## src/rtl/i2c_cmd_sched.sv

```systemverilog
// i2c_cmd_sched: queues 3-byte command blocks from the UART receiver, issues them
// one at a time to the I2C master, supervises each transfer with a timeout and
// returns a 2-byte status/data response to the UART transmitter.
// Device address 0 is a local status query answered without touching the bus.
//
// Ports:
//   clk, rst_n                      clock, asynchronous active-low reset
//   bl_valid/bl_com/bl_reg/bl_dat   incoming block strobe and its three bytes
//   i2c_start/dev/rw/reg/wdat       transfer request to the I2C master
//   i2c_busy/done/nack/rdat         master status and read result
//   rsp_valid/rsp_dat/rsp_ready     response byte stream (valid/ready)
//   q_full                          queue holds FIFO_DEPTH entries
//   drop_cnt                        saturating count of blocks dropped on full queue
module i2c_cmd_sched #(
   parameter int unsigned FIFO_DEPTH = 4,
   parameter int unsigned TIMEOUT    = 1024
) (
   input  logic       clk,
   input  logic       rst_n,
   input  logic       bl_valid,
   input  logic [7:0] bl_com,
   input  logic [7:0] bl_reg,
   input  logic [7:0] bl_dat,
   output logic       i2c_start,
   output logic [6:0] i2c_dev,
   output logic       i2c_rw,
   output logic [7:0] i2c_reg,
   output logic [7:0] i2c_wdat,
   input  logic       i2c_busy,
   input  logic       i2c_done,
   input  logic       i2c_nack,
   input  logic [7:0] i2c_rdat,
   output logic       rsp_valid,
   output logic [7:0] rsp_dat,
   input  logic       rsp_ready,
   output logic       q_full,
   output logic [7:0] drop_cnt
);

   localparam int unsigned PTR_W   = $clog2(FIFO_DEPTH);
   localparam int unsigned CNT_W   = PTR_W + 1;
   localparam int unsigned TMO_W   = $clog2(TIMEOUT);
   localparam int unsigned ENTRY_W = 24;

   localparam logic [CNT_W-1:0] DEPTH_C  = CNT_W'(FIFO_DEPTH);
   localparam logic [TMO_W-1:0] TMO_LAST = TMO_W'(TIMEOUT - 1);
   localparam logic [3:0]       ST_TAG   = 4'hA;

   typedef enum logic [2:0] {
      ST_IDLE,
      ST_ISSUE,
      ST_WAIT,
      ST_RSP_ST,
      ST_RSP_DAT
   } state_e;

   state_e               state_q, state_d;

   logic [ENTRY_W-1:0]   mem_q [FIFO_DEPTH];
   logic [PTR_W-1:0]     wr_ptr_q, wr_ptr_d;
   logic [PTR_W-1:0]     rd_ptr_q, rd_ptr_d;
   logic [CNT_W-1:0]     count_q, count_d;
   logic                 q_full_q, q_full_d;
   logic [7:0]           drop_q, drop_d;

   logic                 start_q, start_d;
   logic [6:0]           dev_q, dev_d;
   logic                 rw_q, rw_d;
   logic [7:0]           reg_q, reg_d;
   logic [7:0]           wdat_q, wdat_d;

   logic [TMO_W-1:0]     tmo_cnt_q, tmo_cnt_d;
   logic                 local_q, local_d;
   logic [7:0]           data_q, data_d;
   logic                 rsp_valid_q, rsp_valid_d;
   logic [7:0]           rsp_dat_q, rsp_dat_d;

   logic                 push_c;
   logic                 drop_c;
   logic                 pop_c;
   logic                 drop_clr_c;
   logic [ENTRY_W-1:0]   head_c;

   // Queue storage; contents need no reset because pointers and count define validity.
   always_ff @(posedge clk) begin
      if (push_c) begin
         mem_q[wr_ptr_q] <= {bl_com, bl_reg, bl_dat};
      end
   end

   // State and output registers.
   always_ff @(posedge clk or negedge rst_n) begin
      if (!rst_n) begin
         state_q     <= ST_IDLE;
         wr_ptr_q    <= '0;
         rd_ptr_q    <= '0;
         count_q     <= '0;
         q_full_q    <= 1'b0;
         drop_q      <= 8'h00;
         start_q     <= 1'b0;
         dev_q       <= 7'h00;
         rw_q        <= 1'b0;
         reg_q       <= 8'h00;
         wdat_q      <= 8'h00;
         tmo_cnt_q   <= '0;
         local_q     <= 1'b0;
         data_q      <= 8'h00;
         rsp_valid_q <= 1'b0;
         rsp_dat_q   <= 8'h00;
      end else begin
         state_q     <= state_d;
         wr_ptr_q    <= wr_ptr_d;
         rd_ptr_q    <= rd_ptr_d;
         count_q     <= count_d;
         q_full_q    <= q_full_d;
         drop_q      <= drop_d;
         start_q     <= start_d;
         dev_q       <= dev_d;
         rw_q        <= rw_d;
         reg_q       <= reg_d;
         wdat_q      <= wdat_d;
         tmo_cnt_q   <= tmo_cnt_d;
         local_q     <= local_d;
         data_q      <= data_d;
         rsp_valid_q <= rsp_valid_d;
         rsp_dat_q   <= rsp_dat_d;
      end
   end

   // Queue bookkeeping, drop counter and command FSM next-state logic.
   always_comb begin
      state_d     = state_q;
      wr_ptr_d    = wr_ptr_q;
      rd_ptr_d    = rd_ptr_q;
      count_d     = count_q;
      q_full_d    = q_full_q;
      drop_d      = drop_q;
      start_d     = 1'b0;
      dev_d       = dev_q;
      rw_d        = rw_q;
      reg_d       = reg_q;
      wdat_d      = wdat_q;
      tmo_cnt_d   = tmo_cnt_q;
      local_d     = local_q;
      data_d      = data_q;
      rsp_valid_d = rsp_valid_q;
      rsp_dat_d   = rsp_dat_q;

      head_c = mem_q[rd_ptr_q];

      // Admission uses the registered count, so a same-cycle pop never frees a slot.
      push_c     = bl_valid && (count_q < DEPTH_C);
      drop_c     = bl_valid && !push_c;
      pop_c      = (state_q == ST_IDLE) && (count_q != '0) && !i2c_busy;
      drop_clr_c = (state_q == ST_RSP_DAT) && local_q && rsp_ready;

      if (push_c) begin
         wr_ptr_d = wr_ptr_q + PTR_W'(1);
      end
      if (pop_c) begin
         rd_ptr_d = rd_ptr_q + PTR_W'(1);
      end
      count_d  = count_q + CNT_W'(push_c) - CNT_W'(pop_c);
      q_full_d = (count_d == DEPTH_C);

      // Reporting the drop count clears it; a drop in that very cycle is kept as 1.
      if (drop_clr_c) begin
         drop_d = drop_c ? 8'h01 : 8'h00;
      end else if (drop_c && (drop_q != 8'hFF)) begin
         drop_d = drop_q + 8'h01;
      end

      case (state_q)
         ST_IDLE: begin
            if (pop_c) begin
               dev_d  = head_c[23:17];
               rw_d   = head_c[16];
               reg_d  = head_c[15:8];
               wdat_d = head_c[7:0];
               if (head_c[23:17] == 7'h00) begin
                  // Local query: answer with the drop count seen on entry to RSP_ST.
                  local_d     = 1'b1;
                  data_d      = drop_d;
                  rsp_valid_d = 1'b1;
                  rsp_dat_d   = {ST_TAG, 1'b0, 1'b1, 1'b0, 1'b0};
                  state_d     = ST_RSP_ST;
               end else begin
                  local_d = 1'b0;
                  start_d = 1'b1;
                  state_d = ST_ISSUE;
               end
            end
         end

         ST_ISSUE: begin
            tmo_cnt_d = '0;
            state_d   = ST_WAIT;
         end

         ST_WAIT: begin
            // Completion takes priority over a timeout in the same cycle.
            if (i2c_done) begin
               data_d      = i2c_nack ? 8'h00 : (rw_q ? i2c_rdat : wdat_q);
               rsp_valid_d = 1'b1;
               rsp_dat_d   = {ST_TAG, 1'b0, local_q, 1'b0, i2c_nack};
               state_d     = ST_RSP_ST;
            end else if (tmo_cnt_q == TMO_LAST) begin
               data_d      = 8'h00;
               rsp_valid_d = 1'b1;
               rsp_dat_d   = {ST_TAG, 1'b0, local_q, 1'b1, 1'b0};
               state_d     = ST_RSP_ST;
            end else begin
               tmo_cnt_d = tmo_cnt_q + TMO_W'(1);
            end
         end

         ST_RSP_ST: begin
            if (rsp_ready) begin
               rsp_dat_d = data_q;
               state_d   = ST_RSP_DAT;
            end
         end

         ST_RSP_DAT: begin
            if (rsp_ready) begin
               rsp_valid_d = 1'b0;
               rsp_dat_d   = 8'h00;
               state_d     = ST_IDLE;
            end
         end

         default: begin
            state_d = ST_IDLE;
         end
      endcase
   end

   assign i2c_start = start_q;
   assign i2c_dev   = dev_q;
   assign i2c_rw    = rw_q;
   assign i2c_reg   = reg_q;
   assign i2c_wdat  = wdat_q;
   assign rsp_valid = rsp_valid_q;
   assign rsp_dat   = rsp_dat_q;
   assign q_full    = q_full_q;
   assign drop_cnt  = drop_q;

endmodule

```

## config.mk

```make
export PLATFORM = sky130hd
export DESIGN_NAME = i2c_cmd_sched
export DESIGN_NICKNAME = d
export VERILOG_FILES = /design/src/rtl/i2c_cmd_sched.sv
export SDC_FILE = /design/constraint.sdc
export NUM_CORES = 1
export LEC_CHECK = 0
export BUFFER_PORTS_ARGS = -buffer_cell sky130_fd_sc_hd__buf_2
export CAP_MARGIN = 10
export CORE_ASPECT_RATIO = 0.9
export CORE_MARGIN = 2
export CORE_UTILIZATION = 35
export DETAILED_ROUTE_END_ITERATION = 8
export SYNTH_ARGS = -nofsm -noshare
export SYNTH_HDL_FRONTEND = slang
export SYNTH_SLANG_ARGS = --single-unit
```

## constraint.sdc

```tcl
create_clock -name clk -period 6.1 [get_ports clk]
set_input_delay 1.22 -clock clk [delete_from_list [all_inputs] [get_ports clk]]
set_output_delay 1.22 -clock clk [all_outputs]
set_load 0.005 [all_outputs]
```

==> results of run 1 <==
[stage by stage]
| step | hold slack (ns) | worst slack, ns |
|---|---|---|
| detailed placement | 0.490 | 2.60 |
| global route | 0.525 | 2.54 |
| CTS | 0.505 | 2.75 |
| global placement | 0.474 | 2.67 |
| floorplan | 0.469 | 2.88 |
| finish | 0.505 | 2.84 |
[how the worst max path moves through the flow]
stage	slack (ns)	depth (start not counted)	from	to
after global placement	2.67	11	i2c_busy	q_full$_DFF_PN0_
final	2.84	5	rd_ptr_q[0]$_DFFE_PN0P_	data_q[0]$_DFFE_PN0P_
after global routing	2.54	5	rd_ptr_q[0]$_DFFE_PN0P_	data_q[0]$_DFFE_PN0P_
after detailed placement	2.60	11	i2c_busy	q_full$_DFF_PN0_
after floorplan	2.88	10	i2c_busy	q_full$_DFF_PN0_
after CTS	2.75	5	rd_ptr_q[0]$_DFFE_PN0P_	data_q[0]$_DFFE_PN0P_
[power groups by stage]
stage	Combinational (W)	Clock (W)	Sequential [W]
6_report	0.00118	0.000999	0.00179
5_1_grt	0.00130	0.00107	0.00183
4_1_cts	0.00120	0.00103	0.00180
3_5_place_dp	0.00119	0	0.00182
3_3_place_gp	0.00116	0	0.00180
2_1_floorplan	0.000917	0	0.00165
[area by class of cell]
cell class,count,area share (%)
antenna,1,0.0304
multi-input combinational,235,26.6
clock inverter,14,1.41
tap,255,3.87
sequential,168,56.9
inverter,11,0.501
clock buffer,18,5.21
timing repair buffer,87,5.50
[kinds of logic after synthesis]
family,Yosys count,share of synthesized area (%)
AND/OR/NAND/NOR,87,6.83
buffers and inverters,30,1.77
adder cells (fa/ha/maj),9,1.72
multiplexers,72,15.4
AO/OA/AOI/OAI,53,5.58
XOR/XNOR,14,1.75
flip-flops,168,67.0
[synth_stat cells, types with 4 or more instances]
cell | instances | area share, %
mux2i_1 | 14 | 2.0
mux2_2 | 34 | 5.5
a22o_1 | 4 | 0.50
o22ai_1 | 8 | 0.72
nand3_1 | 7 | 0.50
mux4_2 | 21 | 6.8
a211oi_1 | 7 | 0.75
and2_1 | 6 | 0.54
inv_1 | 11 | 0.59
nand2_1 | 18 | 0.97
a21oi_1 | 7 | 0.50
clkbuf_1 | 11 | 0.59
nand2b_1 | 4 | 0.36
nor3_1 | 6 | 0.43
ha_1 | 8 | 1.4
edfxtp_1 | 96 | 41
xnor2_1 | 13 | 1.6
nor2_1 | 20 | 1.1
o21ai_0 | 8 | 0.57
dfrtp_1 | 72 | 26
buf_1 | 4 | 0.21
[worst max-delay path, stage by stage, from the launching register on]
cell and delay, ns:
dfrtp_2 0.96, mux4_2 0.62, nor4_2 0.43, a31oi_1 0.22, nor4_4 0.49, mux2_2 0.41
[per-layer routing]
metal  vias to the layer above  global-route usage, %  part of all wire, %  wire [um]
li1                       1836                      -                    -          -
met1                      2028                   19.3                   45       6710
met2                       110                   23.1                   48       7150
met3                        18                   4.04                  5.2        775
met4                         2                   5.02                  1.1        162
met5                         -                      0                0.088         13
==> results.sh, run 1 <==
export IMPL_cts_buffers_inserted=17
export IMPL_fin_area_um2=8240
export IMPL_finalCritPeriodShare_pct=53.4
export IMPL_dpl_hpwl_mm=9.64
export IMPL_worst_pin_slew_ns=0.977
export IMPL_seq_area_um2=4690
export IMPL_async_flop_share_pct=42.9
export IMPL_critPathKind="reg -> reg"
export IMPL_power_switching_w=0.00132
export IMPL_cts_sinks=168
export IMPL_drt_pass1_iter_count=4
export IMPL_nNetsFinal=568
export IMPL_final_cells=789
export IMPL_setup_violations=0
export IMPL_htree_num_levels=4
export IMPL_hold_buffers=0
export IMPL_drt_vias_per_instance=5.06
export IMPL_fin_skew_ns=0.00834
export IMPL_grt_setup_unrepaired="no"
export IMPL_gp_congestion=0.794
export IMPL_routedWlPerCell_um=18.8
export IMPL_cp_max_fo=26
export IMPL_syn_area_per_cell_um2=16.2
export IMPL_antenna_left=0
export IMPL_clock_latency_ns=0.43
export IMPL_p_int_w=0.00265
export IMPL_power_frac_clock_pct=25.2
export IMPL_syn_cell_area_um2=6990
export IMPL_grt_max_degree=73
export IMPL_pwr_share_comb_pct=29.7
export IMPL_cp_start_kind="flop"
export IMPL_core_area_um2=19800
export IMPL_grt_pass1_vias=4129
export IMPL_tns_ns=0
export IMPL_die_x_um=153
export IMPL_fmax_mhz=307
export IMPL_reg2reg_setup_slack_ns=2.84
export IMPL_start_util_pct=35.3
export IMPL_r2r_end="data_q[0]$_DFFE_PN0P_"
export IMPL_seqPwrFrac_pct=45.1
export IMPL_drive_gt1_share_pct=34.1
export IMPL_synth_edff_count=96
export IMPL_die_h_um=138
export IMPL_grt_total_usage_pct=14.5
export IMPL_required_ns=6.41
export IMPL_grt_pass1_wl_mm=23.4
export IMPL_synth_top_flop_cell="edfxtp_1"
export IMPL_min_path_cells=1
export IMPL_period_minus_slack_ns=3.26
export IMPL_hp_class="reg -> reg"
export IMPL_synth_warnings=0
export IMPL_cts_tree="done"
export IMPL_critical_path_arrival_ns=3.57
export IMPL_power_w=0.00396
export IMPL_slew_violations=0
export IMPL_fin_util_pct=41.6
export IMPL_final_common_cell="edfxtp_1"
export IMPL_io_pins=82
export IMPL_crit_reg2reg_launch="rd_ptr_q[0]$_DFFE_PN0P_"
export IMPL_cts_root_buf="clkbuf_16"
export IMPL_pwr_density_cell_nw_per_um2=481
export IMPL_netlist_instances=433
export IMPL_io_buffers=81
export IMPL_areaGrowthSynthToFinish_pct=17.8
export IMPL_clk_pin_slew_ns=0.07
export IMPL_hold_violations=0
export IMPL_synth_seq_cells=168
export IMPL_final_cell_mix="edfxtp_1 (96), buf_2 (80), dfrtp_1 (71)"
export IMPL_ys_types=53
export IMPL_antenna_found_initial=1
export IMPL_multi_input_area_um2=2190
export IMPL_wl_mm=14.8
export IMPL_postCtsSetupBuffers=0
export IMPL_slew_headroom_pct=34.8
export IMPL_cts_buffer_depth=2
export IMPL_critPathCaptureType="flop"
export IMPL_top_register="mem_q"
export IMPL_min_from="rsp_dat[0]$_DFFE_PN0P_"
export IMPL_max_cap_violations=0
export IMPL_gr_total_overflow=0
export IMPL_irDropWorstVdd_mv=0.265
export IMPL_ys_seq_area_share_pct=67.0
export IMPL_drc=0
export IMPL_n_fill_cell=1789
export IMPL_syn_num_nets=481
export IMPL_switching_share_pct=33.2
export IMPL_die_area_um2=21100
export IMPL_drt_iter0_markers=215
export IMPL_cts_resized=0
export IMPL_placed_area_um2=7690
export IMPL_whs_endpoint="rsp_dat[0]$_DFFE_PN0P_"
export IMPL_row_count=49
export IMPL_status="completed"
export IMPL_rr_worst_depth=5
export IMPL_leakage_nw=3.20
export IMPL_vias=3994
export IMPL_dpl_cell_count=756
export IMPL_largest_reg_flops=96
export IMPL_largest_registers="mem_q x96, tmo_cnt_q x10"
No activity file was read; power rests on OpenSTA's default activity.
==> run 2, diff against run 1 <==
==> constraint.sdc (replaced) <==
create_clock -name clk -period 3.1 [get_ports clk]
set_input_delay 0.62 -clock clk [delete_from_list [all_inputs] [get_ports clk]]
set_output_delay 0.62 -clock clk [all_outputs]
set_load 0.005 [all_outputs]
==> run 2 against run 1 <==
Non-clock buffer count increased by 6. Power up 99%. Final area up 0.99%. Worst setup slack lost 2.6 ns. Global-route usage shrank 0.25 points. Utilization increased by 0.41 points. Count of clock-buffer cells in the layout shrank 1. Sequential power grew 88%. Sequential share of layout area is 0.56 points lower. Hold slack got worse by 0.15 ns. Maximum frequency up 16%. Critical path type unchanged. Critical endpoint is now data_q[6]$_DFFE_PN0P_. Largest power group unchanged. Highest routed layer unchanged.
==> results.sh, run 2 (same netlist as run 1, synthesis figures left out) <==
export IMPL_io_buffers=81
export IMPL_cts_buffers_inserted=17
export IMPL_n_fill_cell=1818
export IMPL_die_h_um=138
export IMPL_cts_root_buf="clkbuf_16"
export IMPL_routedWlPerCell_um=18.2
export IMPL_drive_gt1_share_pct=35.4
export IMPL_hold_buffers=0
export IMPL_period_minus_slack_ns=2.81
export IMPL_grt_pass1_wl_mm=23.1
export IMPL_cts_tree="done"
export IMPL_slew_violations=0
export IMPL_top_register="mem_q"
export IMPL_critPathKind="reg -> reg"
export IMPL_nNetsFinal=574
export IMPL_num_antenna_cells=0
export IMPL_wl_mm=14.4
export IMPL_required_ns=3.40
export IMPL_final_common_cell="edfxtp_1"
export IMPL_areaGrowthSynthToFinish_pct=18.9
export IMPL_finalCritPeriodShare_pct=90.6
export IMPL_power_frac_clock_pct=25.8
export IMPL_drt_iter0_markers=235
export IMPL_cp_start_kind="flop"
export IMPL_die_x_um=153
export IMPL_critPathCaptureType="flop"
export IMPL_hp_class="in -> async"
export IMPL_start_util_pct=35.3
export IMPL_slew_headroom_pct=34.7
export IMPL_postCtsSetupBuffers=0
export IMPL_drt_pass1_iter_count=4
export IMPL_switching_share_pct=33.1
export IMPL_fmax_mhz=356
export IMPL_drt_vias_per_instance=5.01
export IMPL_pwr_density_cell_nw_per_um2=948
export IMPL_tns_ns=0
export IMPL_pwr_share_comb_pct=31.4
export IMPL_status="completed"
export IMPL_setup_violations=0
export IMPL_grt_pass1_vias=4219
export IMPL_clock_latency_ns=0.42
export IMPL_p_int_w=0.00528
export IMPL_drc=0
export IMPL_antenna_found_initial=1
export IMPL_fin_util_pct=42.0
export IMPL_fin_skew_ns=0.0136
export IMPL_clk_pin_slew_ns=0.07
export IMPL_final_cell_mix="edfxtp_1 (96), buf_2 (80), dfrtp_1 (71)"
export IMPL_seqPwrFrac_pct=42.7
export IMPL_gp_congestion=0.794
export IMPL_cts_resized=0
export IMPL_core_area_um2=19800
export IMPL_irDropWorstVdd_mv=0.494
export IMPL_critical_path_arrival_ns=3.11
export IMPL_grt_setup_unrepaired="no"
export IMPL_io_pins=82
export IMPL_leakage_nw=3.25
export IMPL_grt_total_usage_pct=14.3
export IMPL_htree_num_levels=4
export IMPL_vias=3974
export IMPL_row_count=49
export IMPL_cts_sinks=168
export IMPL_antenna_left=0
export IMPL_gr_total_overflow=0
export IMPL_cts_buffer_depth=2
export IMPL_hold_violations=0
export IMPL_cp_max_fo=9
export IMPL_worst_pin_slew_ns=0.980
export IMPL_grt_max_degree=73
export IMPL_largest_registers="mem_q x96, tmo_cnt_q x10"
export IMPL_max_cap_violations=0
export IMPL_power_switching_w=0.00261
export IMPL_die_area_um2=21100
export IMPL_dpl_hpwl_mm=9.66
export IMPL_largest_reg_flops=96
-- run 2: cell types whose count changed in the layout (fill, tap and decap cells not counted) --
cell / previous run / this run
inv_6: 4 / 3
diode_2: 1 / 0
inv_8: 3 / 4
clkinv_4: 4 / 3
buf_4: 7 / 13
clkinvlp_4: 0 / 1
clkinv_8: 0 / 3
clkbuf_1: 1 / 0
clkinv_1: 2 / 0
-- run 2: metal layers --
| layer | routed length [um] | global-route usage (%) |
|---|---|---|
| met1 | 6440 | 18.8 |
| met2 | 6960 | 22.8 |
| met3 | 889 | 4.83 |
| met4 | 120 | 3.95 |
| met5 | 13 | 0 |
-- run 2: per-stage QoR --
stage	instances	worst slack, ns	instance area (um2)	hold slack (ns)	power (W)
floorplan	433	0.228	6990	0.324	0.00506
global placement	762	0.421	7730	0.477	0.00585
detailed placement	762	0.349	7730	0.485	0.00595
CTS	794	0.326	8320	0.388	0.00802
global route	794	0.133	8320	0.394	0.00840
finish	794	0.290	8320	0.354	0.00789
-- run 2: worst max-delay path, stage by stage, from the launching register on --
cell	delay, ns
dfrtp_2	0.52
mux4_2	0.57
nor4_2	0.48
a31oi_1	0.22
nor4_4	0.49
mux2_2	0.40
-- run 2: final timing paths --
kind | start | endpoint | slack [ns] | cells after the start
min in group clk | bl_reg[6] | mem_q[0][14]$_DFFE_PP_ | 0.41 | 1
min | rst_n | rsp_dat[6]$_DFFE_PN0P_ | 0.35 | 1
max reg2reg | rd_ptr_q[0]$_DFFE_PN0P_ | data_q[6]$_DFFE_PN0P_ | 0.29 | 5
max | rd_ptr_q[0]$_DFFE_PN0P_ | data_q[6]$_DFFE_PN0P_ | 0.29 | 5
min reg2reg | rsp_dat[6]$_DFFE_PN0P_ | rsp_dat[6]$_DFFE_PN0P_ | 0.50 | 1
max in group asynchronous | rst_n | rd_ptr_q[0]$_DFFE_PN0P_ | 2.05 | 1
-- run 2: power by group through the flow --
stage	sequential [W]	clock [W]	combinational, W
floorplan	0.00326	0	0.00180
global placement	0.00340	0	0.00245
detailed placement	0.00342	0	0.00253
CTS	0.00338	0.00210	0.00254
global route	0.00346	0.00219	0.00275
finish	0.00337	0.00204	0.00248
-- run 2: layout make-up --
type	count	area, um2	share of cell area, %
clock inverter	15	159	1.91
multi-input combinational	235	2190	26.3
tap	255	319	3.84
sequential	168	4690	56.3
inverter	11	41.3	0.496
clock buffer	17	425	5.11
timing repair buffer	93	498	5.99
